$ cat config.mk
export PLATFORM = sky130hd
export DESIGN_NAME = cpu_sram_arbiter_flat
export DESIGN_NICKNAME = d
export VERILOG_FILES = /design/src/rtl/cpu_sram_arbiter_if.sv /design/src/rtl/cpu_sram_arbiter.sv /design/src/flat_wrapper.sv
export SDC_FILE = /design/constraint.sdc
export NUM_CORES = 1
export LEC_CHECK = 0
export CAP_MARGIN = 20
export CORE_AREA = 4 4 124 126
export CTS_BUF_LIST = sky130_fd_sc_hd__clkbuf_4
export CTS_CLUSTER_SIZE = 14
export DETAILED_ROUTE_END_ITERATION = 7
export DIE_AREA = 0 0 128 130
export SYNTH_ARGS = -nofsm -noshare
export SYNTH_HDL_FRONTEND = slang
export SYNTH_SLANG_ARGS = --single-unit
$ cat constraint.sdc
create_clock -name clk -period 3.3 [get_ports clk]
set_input_delay 0.33 -clock clk [delete_from_list [all_inputs] [get_ports clk]]
set_output_delay 0.33 -clock clk [all_outputs]
set_load 0.03 [all_outputs]
$ cat src/rtl/cpu_sram_arbiter_if.sv
// SRAM-like request/response bundle shared by the CPU instruction port, the
// CPU data port and the downstream memory port of cpu_sram_arbiter.
interface cpu_sram_arbiter_if;
  logic        req;
  logic        wr;
  logic [1:0]  size;
  logic [3:0]  wstrb;
  logic [31:0] addr;
  logic [31:0] wdata;
  logic        addr_ok;
  logic        data_ok;
  logic [31:0] rdata;

  modport master (
    output req, wr, size, wstrb, addr, wdata,
    input  addr_ok, data_ok, rdata
  );

  modport slave (
    input  req, wr, size, wstrb, addr, wdata,
    output addr_ok, data_ok, rdata
  );
endinterface

$ cat src/rtl/cpu_sram_arbiter.sv
// Shares one SRAM-like memory port between the IF and EXE/MEM stages and routes
// in-order responses back to their issuer. Define CPU_ARB_ROUND_ROBIN_EN for
// round-robin arbitration instead of fixed data-over-instruction priority.
module cpu_sram_arbiter #(
  parameter int OUTSTANDING = 2,
  parameter int PTR_W       = (OUTSTANDING > 1) ? $clog2(OUTSTANDING) : 1
) (
  input  logic                clk,
  input  logic                reset,
  cpu_sram_arbiter_if.slave   inst_sram,
  cpu_sram_arbiter_if.slave   data_sram,
  cpu_sram_arbiter_if.master  mem
);

  localparam logic [0:0] IDLE   = 1'b0;
  localparam logic [0:0] LOCKED = 1'b1;

  logic [0:0]       state;
  logic             lock_id;
  logic             order_q [OUTSTANDING];
  logic [PTR_W-1:0] rd_ptr;
  logic [PTR_W-1:0] wr_ptr;
  logic [PTR_W:0]   count;
  logic             full;
  logic             grant;
  logic             grant_req;
  logic             push;
  logic             pop;
  logic             head_id;

  function automatic logic [PTR_W-1:0] ptr_inc(input logic [PTR_W-1:0] p);
    return (p == PTR_W'(OUTSTANDING - 1)) ? '0 : p + 1'b1;
  endfunction

  assign full    = (count == (PTR_W+1)'(OUTSTANDING));
  assign head_id = order_q[rd_ptr];

`ifdef CPU_ARB_ROUND_ROBIN_EN
  logic last_grant;

  always_ff @(posedge clk) begin
    if (reset)
      last_grant <= 1'b0;
    else if (push)
      last_grant <= grant;
  end
`endif

  // A stalled request keeps its grant until accepted so the downstream fields stay stable.
  always_comb begin
    grant = lock_id;
    if (state == IDLE) begin
`ifdef CPU_ARB_ROUND_ROBIN_EN
      if (inst_sram.req && data_sram.req)
        grant = ~last_grant;
      else
        grant = data_sram.req;
`else
      grant = data_sram.req;
`endif
    end
  end

  assign grant_req = grant ? data_sram.req : inst_sram.req;

  assign mem.req   = grant_req && !full;
  assign mem.wr    = grant ? data_sram.wr    : inst_sram.wr;
  assign mem.size  = grant ? data_sram.size  : inst_sram.size;
  assign mem.wstrb = grant ? data_sram.wstrb : inst_sram.wstrb;
  assign mem.addr  = grant ? data_sram.addr  : inst_sram.addr;
  assign mem.wdata = grant ? data_sram.wdata : inst_sram.wdata;

  assign push = mem.req && mem.addr_ok;
  assign pop  = mem.data_ok && (count != '0);

  assign inst_sram.addr_ok = push && !grant;
  assign data_sram.addr_ok = push && grant;

  // Responses with no outstanding id are dropped.
  assign inst_sram.data_ok = pop && !head_id;
  assign data_sram.data_ok = pop && head_id;
  assign inst_sram.rdata   = mem.rdata;
  assign data_sram.rdata   = mem.rdata;

  always_ff @(posedge clk) begin
    if (reset) begin
      state   <= IDLE;
      lock_id <= 1'b0;
    end else begin
      case (state)
        IDLE: begin
          if (mem.req && !mem.addr_ok) begin
            state   <= LOCKED;
            lock_id <= grant;
          end
        end
        LOCKED: begin
          if (!grant_req || push)
            state <= IDLE;
        end
        default: state <= IDLE;
      endcase
    end
  end

  always_ff @(posedge clk) begin
    if (push)
      order_q[wr_ptr] <= grant;
  end

  always_ff @(posedge clk) begin
    if (reset) begin
      rd_ptr <= '0;
      wr_ptr <= '0;
      count  <= '0;
    end else begin
      if (push)
        wr_ptr <= ptr_inc(wr_ptr);
      if (pop)
        rd_ptr <= ptr_inc(rd_ptr);
      case ({push, pop})
        2'b10:   count <= count + 1'b1;
        2'b01:   count <= count - 1'b1;
        default: count <= count;
      endcase
    end
  end

endmodule

$ cat src/flat_wrapper.sv
// flat-port wrapper written by rule: the top's interface ports become plain ports
module cpu_sram_arbiter_flat 
#(
  parameter int OUTSTANDING = 2,
  parameter int PTR_W       = (OUTSTANDING > 1) ? $clog2(OUTSTANDING) : 1
)
  (clk, reset, inst_sram_req, inst_sram_wr, inst_sram_size, inst_sram_wstrb, inst_sram_addr, inst_sram_wdata, inst_sram_addr_ok, inst_sram_data_ok, inst_sram_rdata, data_sram_req, data_sram_wr, data_sram_size, data_sram_wstrb, data_sram_addr, data_sram_wdata, data_sram_addr_ok, data_sram_data_ok, data_sram_rdata, mem_req, mem_wr, mem_size, mem_wstrb, mem_addr, mem_wdata, mem_addr_ok, mem_data_ok, mem_rdata);
  cpu_sram_arbiter_if inst_sram_i ();
  cpu_sram_arbiter_if data_sram_i ();
  cpu_sram_arbiter_if mem_i ();
  input  logic clk;
  input  logic reset;
  input wire logic [$bits(inst_sram_i.req)-1:0] inst_sram_req;
  input wire logic [$bits(inst_sram_i.wr)-1:0] inst_sram_wr;
  input wire logic [$bits(inst_sram_i.size)-1:0] inst_sram_size;
  input wire logic [$bits(inst_sram_i.wstrb)-1:0] inst_sram_wstrb;
  input wire logic [$bits(inst_sram_i.addr)-1:0] inst_sram_addr;
  input wire logic [$bits(inst_sram_i.wdata)-1:0] inst_sram_wdata;
  output wire logic [$bits(inst_sram_i.addr_ok)-1:0] inst_sram_addr_ok;
  output wire logic [$bits(inst_sram_i.data_ok)-1:0] inst_sram_data_ok;
  output wire logic [$bits(inst_sram_i.rdata)-1:0] inst_sram_rdata;
  input wire logic [$bits(data_sram_i.req)-1:0] data_sram_req;
  input wire logic [$bits(data_sram_i.wr)-1:0] data_sram_wr;
  input wire logic [$bits(data_sram_i.size)-1:0] data_sram_size;
  input wire logic [$bits(data_sram_i.wstrb)-1:0] data_sram_wstrb;
  input wire logic [$bits(data_sram_i.addr)-1:0] data_sram_addr;
  input wire logic [$bits(data_sram_i.wdata)-1:0] data_sram_wdata;
  output wire logic [$bits(data_sram_i.addr_ok)-1:0] data_sram_addr_ok;
  output wire logic [$bits(data_sram_i.data_ok)-1:0] data_sram_data_ok;
  output wire logic [$bits(data_sram_i.rdata)-1:0] data_sram_rdata;
  output wire logic [$bits(mem_i.req)-1:0] mem_req;
  output wire logic [$bits(mem_i.wr)-1:0] mem_wr;
  output wire logic [$bits(mem_i.size)-1:0] mem_size;
  output wire logic [$bits(mem_i.wstrb)-1:0] mem_wstrb;
  output wire logic [$bits(mem_i.addr)-1:0] mem_addr;
  output wire logic [$bits(mem_i.wdata)-1:0] mem_wdata;
  input wire logic [$bits(mem_i.addr_ok)-1:0] mem_addr_ok;
  input wire logic [$bits(mem_i.data_ok)-1:0] mem_data_ok;
  input wire logic [$bits(mem_i.rdata)-1:0] mem_rdata;
  assign inst_sram_i.req = inst_sram_req;
  assign inst_sram_i.wr = inst_sram_wr;
  assign inst_sram_i.size = inst_sram_size;
  assign inst_sram_i.wstrb = inst_sram_wstrb;
  assign inst_sram_i.addr = inst_sram_addr;
  assign inst_sram_i.wdata = inst_sram_wdata;
  assign inst_sram_addr_ok = inst_sram_i.addr_ok;
  assign inst_sram_data_ok = inst_sram_i.data_ok;
  assign inst_sram_rdata = inst_sram_i.rdata;
  assign data_sram_i.req = data_sram_req;
  assign data_sram_i.wr = data_sram_wr;
  assign data_sram_i.size = data_sram_size;
  assign data_sram_i.wstrb = data_sram_wstrb;
  assign data_sram_i.addr = data_sram_addr;
  assign data_sram_i.wdata = data_sram_wdata;
  assign data_sram_addr_ok = data_sram_i.addr_ok;
  assign data_sram_data_ok = data_sram_i.data_ok;
  assign data_sram_rdata = data_sram_i.rdata;
  assign mem_req = mem_i.req;
  assign mem_wr = mem_i.wr;
  assign mem_size = mem_i.size;
  assign mem_wstrb = mem_i.wstrb;
  assign mem_addr = mem_i.addr;
  assign mem_wdata = mem_i.wdata;
  assign mem_i.addr_ok = mem_addr_ok;
  assign mem_i.data_ok = mem_data_ok;
  assign mem_i.rdata = mem_rdata;
  cpu_sram_arbiter #(.OUTSTANDING(OUTSTANDING), .PTR_W(PTR_W)) u_core (.clk(clk), .reset(reset), .inst_sram(inst_sram_i), .data_sram(data_sram_i), .mem(mem_i));
endmodule
# After elaboration in Yosys (flattened, before gate mapping)
# Memories as Yosys holds them, arrays and structs flattened. A register that Yosys moved wholly into a read port is not among the register bits.
# Cells that the tools add are included.
dict set report classes {
  add_sub_neg 4
  eq_ne 3
  n_mux 17
  bitwise 1
  reduce_logical 17
}
# operator count
set ops {}
lappend ops {{32-bit 2-to-1 mux} 2}
lappend ops {{1-bit 2-to-1 mux} 11}
lappend ops {{1-bit logical AND} 8}
lappend ops {{1-bit logical NOT} 5}
lappend ops {{2-bit equality test, second input constant} 2}
lappend ops {{4-bit 2-to-1 mux} 1}
lappend ops {{2-bit one-hot mux with 2 select lines} 1}
lappend ops {{2-bit nonzero test} 2}
lappend ops {{1-bit adder, second input constant} 2}
lappend ops {{2-bit by 1-bit adder with 2-bit output, second input constant} 1}
lappend ops {{2-bit by 1-bit equality test with 1-bit output, second input constant} 1}
lappend ops {{2-bit 2-to-1 mux} 1}
lappend ops {{1-bit one-hot mux with 2 select lines} 1}
lappend ops {{2-bit AND reduction} 1}
lappend ops {{2-bit by 1-bit subtractor with 2-bit output, second input constant} 1}
lappend ops {{1-bit logical OR} 1}
lappend ops {{1-bit NOT} 1}
dict set report word_totals {
  ff_bits 6
  ramBits 2
  memories 1
}
# name depth word_bits read_ports rd_clocked_by_memory_dff write_ports line_no
set mem_list {}
lappend mem_list {u_core.order_q 2 1 1 1 1 cpu_sram_arbiter.sv:20} ;# logic order_q [OUTSTANDING];

# Longest topological paths before layout
dict set report depth {
  word_depth 7
  mapped_depth 7
}

# Worst setup path before layout
# Ideal clock, no wire load.
dict set report synth_timing {
  path_kind {register -> register}
  startpoint {reg u_core.state}
  endpoint {reg u_core.count[1]}
  t_arrival_ns 1.830
  required_time_ns 3.230
  slack_ns 1.400
  path_stages_with_launch 7
  path_buffers 0
  cell_sequence {dfxtp_1 > or3b_1 > o2111a_2 > inv_1 > ha_1 > or3_1 > a21oi_1}
}
dict set report synth_via {
  elab_chain_len 6
  word_cells_on_any_way 8
  classes_between {eq/ne (2); mux (3); reduce/logical (3)}
}
# item line_no
set synth_lines {}
lappend synth_lines {{start, declared} cpu_sram_arbiter.sv:18} ;# logic [0:0] state;
lappend synth_lines {{start signal, assigned} cpu_sram_arbiter.sv:87} ;# state <= IDLE;
lappend synth_lines {{start signal, assigned} cpu_sram_arbiter.sv:93} ;# state <= LOCKED;
lappend synth_lines {{start signal, assigned} cpu_sram_arbiter.sv:99} ;# state <= IDLE;
lappend synth_lines {{1-bit 2-to-1 mux *} cpu_sram_arbiter.sv:52} ;# if (state == IDLE) begin
lappend synth_lines {{1-bit 2-to-1 mux *} cpu_sram_arbiter.sv:64} ;# assign grant_req = grant ? data_sram.req : inst_sram.req;
lappend synth_lines {{1-bit logical AND *} cpu_sram_arbiter.sv:66} ;# assign mem.req = grant_req && !full;
lappend synth_lines {{1-bit logical AND *} cpu_sram_arbiter.sv:73} ;# assign push = mem.req && mem.addr_ok;
lappend synth_lines {{2-bit by 1-bit equality test with 1-bit output / 2-bit equality test (equally long branches)} cpu_sram_arbiter.sv:121} ;# case ({push, pop})
lappend synth_lines {{2-bit one-hot mux with 2 select lines / 2-bit nonzero test (equally long branches)} n/a}
lappend synth_lines {{end signal, assigned} cpu_sram_arbiter.sv:122} ;# 2'b10: count <= count + 1'b1;
lappend synth_lines {{end signal, assigned} cpu_sram_arbiter.sv:123} ;# 2'b01: count <= count - 1'b1;
lappend synth_lines {{end signal, assigned} cpu_sram_arbiter.sv:124} ;# default: count <= count;
lappend synth_lines {{end, declared} cpu_sram_arbiter.sv:23} ;# logic [PTR_W:0] count;
# Mark *: on every way between the ends. The rest lies on a longest branch, timed or not.
# A chain may end at the register's enable or synchronous reset.

# Worst setup path in the final report
dict set report layout_timing {
  startpoint {in data_sram_req}
  endpoint {out mem_addr[8]}
}
dict set report layout_via {
  elab_chain_len 2
}
# item line_no
set layout_lines {}
lappend layout_lines {{start, declared} flat_wrapper.sv:22} ;# input wire logic [$bits(data_sram_i.req)-1:0] data_sram_req;
lappend layout_lines {{1-bit 2-to-1 mux} cpu_sram_arbiter.sv:52}
lappend layout_lines {{32-bit 2-to-1 mux} cpu_sram_arbiter.sv:70} ;# assign mem.addr = grant ? data_sram.addr : inst_sram.addr;
lappend layout_lines {{end, declared} flat_wrapper.sv:35} ;# output wire logic [$bits(mem_i.addr)-1:0] mem_addr;
# No other way between the ends.

==> qor.csv <==
metric,value,unit
Worst slew margin,0.680,
Worst Setup Path Type,input pin to primary output,
final setup fails,0,
RSZ-0062 raised after global routing,false,
most frequent CP cell,clkdlybuf4s50_1,
CTS max path bufs,2,
PwrDens,346,mW/mm^2
YS warnings,0,
pin count of the biggest net entering global routing,49,
fin crit share,0.837,
number of global-route vias before repair,2113,
CP required,2.97,ns
#FFs+latches synth,9,
DR WL/cell,14.0,um
sequential element share of the synthesized area,0.108,
post-CTS setup buffer count,0,
via/cell ratio,3.65,
Max Clock Skew,0.000979,ns
total gr overflow,0,
TritonCTS Buffers,3,
Skew-Pair Late Insertion Delay,0.26,ns
pins over their slew limit,0,
CP max stage delay,0.60,ns
share of cells above drive strength 1,0.231,
H-tree levels,1,
GRT Total Usage,0.0775,
TritonCTS clock tree,done,
nets,532,
post-DP HPWL,6560,um
Die W,128,um
Max IR drop VDD,0.108,mV
Clock Sinks,9,
max-cap violations,0,
Lkg Pwr,1.40,nW
depth of the most critical reg-to-reg path,6,
f_max,362,MHz
Fin. Hold Viols,0,
startpoint class of the critical path,input pin,
Cell Rows,44,
"Slowest-stage cell, CP",clkdlybuf4s50_1,
FF-to-FF End,u_core.count[1]$_SDFFE_PP0P_,
post_cts resized,0,
"top cells by area, synth","mux2_2 (39%), buf_4 (26%), dfxtp_1 (7.5%)",
Core ar.,0.0143,sq mm
drt first-iter violations,67,
Crit path max-delay family,buffers and inverters,
Placer Congestion,0.772,
Die Span Y,130,um
final setup TNS,0,ns
die area,0.0166,sq mm
CP endpoint kind,primary output,
Synth cell types,29,
Post-CTS Hold Fix Bufs,0,
status,"finished, final reports clean",
Starting Density,0.130,
crit path max fanout,25,
IO Pins,320,
HP Class,flop to flop,
CP Cell Sequence,clkdlybuf4s50_1 > mux2i_4 > buf_4 > mux2_2 > clkdlybuf4s50_1,
"commonest non-fill, non-tap cell in the layout",clkdlybuf4s50_1,
critical path buffer and inverter count,3,
root buf cell,clkbuf_4,
smallest hold slack,0.515,ns
Cells after Synth,193,
HP Start,u_core.rd_ptr$_SDFFE_PP0P_,
Reg-to-Reg Start,u_core.state$_SDFF_PP0_,
Hold Crit Depth,2,
most frequent cells in the layout,"clkdlybuf4s50_1 (223), mux2_2 (65), nor2_1 (11)",
ANT cells,0,
Yosys top cell area share,0.394,
"Area growth, synth to finish",105,%
Worst Path Arrival,2.43,ns
Syn Area/Cell,9.62,sq um
R2R setup slack,1.17,ns
initial antenna violation count,0,
clock slew seen by the registers of the worst setup and hold paths,0.06,ns
TritonRoute pass-1 iters,4,
Synthesized Nets,374,
Yosys top cell by area,mux2_2,
Power Total,1.32,mW
Period minus WS final,2.76,ns
drt drc,0,
vias,1947,
Routed WL,7480,um
first-pass GRT wire length,10400,um
Least-Margin Pin Slew,0.475,ns
number of port buffers,223,
mapped cell area,0.00186,sq mm
Detail Route Antenna Nets,0,
-- worst max-delay path by stage --
stage	depth (start not counted)	slack (ns)	end	start
5_1_grt	5	0.42	mem_wstrb[0]	data_sram_req
4_1_cts	5	0.51	mem_addr[8]	data_sram_req
3_5_place_dp	5	0.52	mem_wdata[2]	data_sram_req
2_1_floorplan	6	1.40	u_core.count[1]$_SDFFE_PP0P_	u_core.state$_SDFF_PP0_
3_3_place_gp	5	0.55	mem_addr[14]	data_sram_req
6_report	5	0.54	mem_addr[8]	data_sram_req
-- power breakdown --
group          total (mW)  internal [mW]  switching [mW]
sequential          0.168          0.143          0.0247
combinational        1.06          0.560           0.498
clock              0.0918         0.0547          0.0371
total                1.32          0.758           0.560
-- worst min-delay path: stages, from the launching register on --
cell     delay [ns]
dfxtp_1        0.32
xor2_1         0.08
nor2_1         0.08
-- Yosys cell counts --
library cell and number:
mux2_2 65, buf_4 64, nor2_1 11, buf_6 7, dfxtp_1 7, mux2_4 6
inv_1 5, a21oi_1 3, o21ai_0 3, edfxtp_1 2, xor2_1 2, a21boi_0 1
a31o_2 1, clkbuf_1 1, ha_1 1, mux2_1 1, mux2i_1 1, mux2i_4 1
nand2b_1 1, nand3_1 1, nand3b_1 1, nor2b_1 1, nor4_2 1, o2111a_2 1
o211a_1 1, or2b_1 1, or3_1 1, or3b_1 1, xnor2_1 1
-- area by class of cell --
| type | instances | area (sq um) |
|---|---|---|
| Timing Repair Buffer | 225 | 2260 |
| Inverter | 5 | 18.8 |
| Sequential cell | 9 | 200 |
| Multi-Input combinational cell | 107 | 1070 |
| Fill cell | 1507 | 10500 |
| Tap cell | 184 | 230 |
| Clock buffer | 4 | 30.0 |
-- logic make-up (layout without fill, tap and decap cells) --
group | after synthesis | after routing | synth area share
AOI/OAI and AO/OA | 10 | 10 | 0.0371
xor gates and xnor gates | 3 | 3 | 0.0142
adders and majority gates | 1 | 1 | 0.00674
buffers and inverters | 77 | 234 | 0.313
DFF | 9 | 9 | 0.108
muxes | 74 | 74 | 0.466
and+or+nand+nor | 19 | 19 | 0.0546
-- stage by stage --
step	instance area, sq um	utilization	cells	worst slack (ns)
after floorplan	1860	-	193	1.40
after global placement	3780	0.264	530	0.554
after detailed placement	3780	0.264	530	0.524
after CTS	3810	0.266	534	0.511
after global routing	3810	0.266	534	0.422
final	3810	0.266	534	0.539
-- layer usage --
| layer | up-vias | share of wire | global-route usage |
|---|---|---|---|
| met3 | 24 | 0.11 | 0.0237 |
| met5 | - | 0 | 0 |
| li1 | 913 | - | - |
| met4 | 0 | 0.026 | 0.0306 |
| met2 | 144 | 0.51 | 0.143 |
| met1 | 866 | 0.35 | 0.0827 |
(Power assumes the default switching activity.)
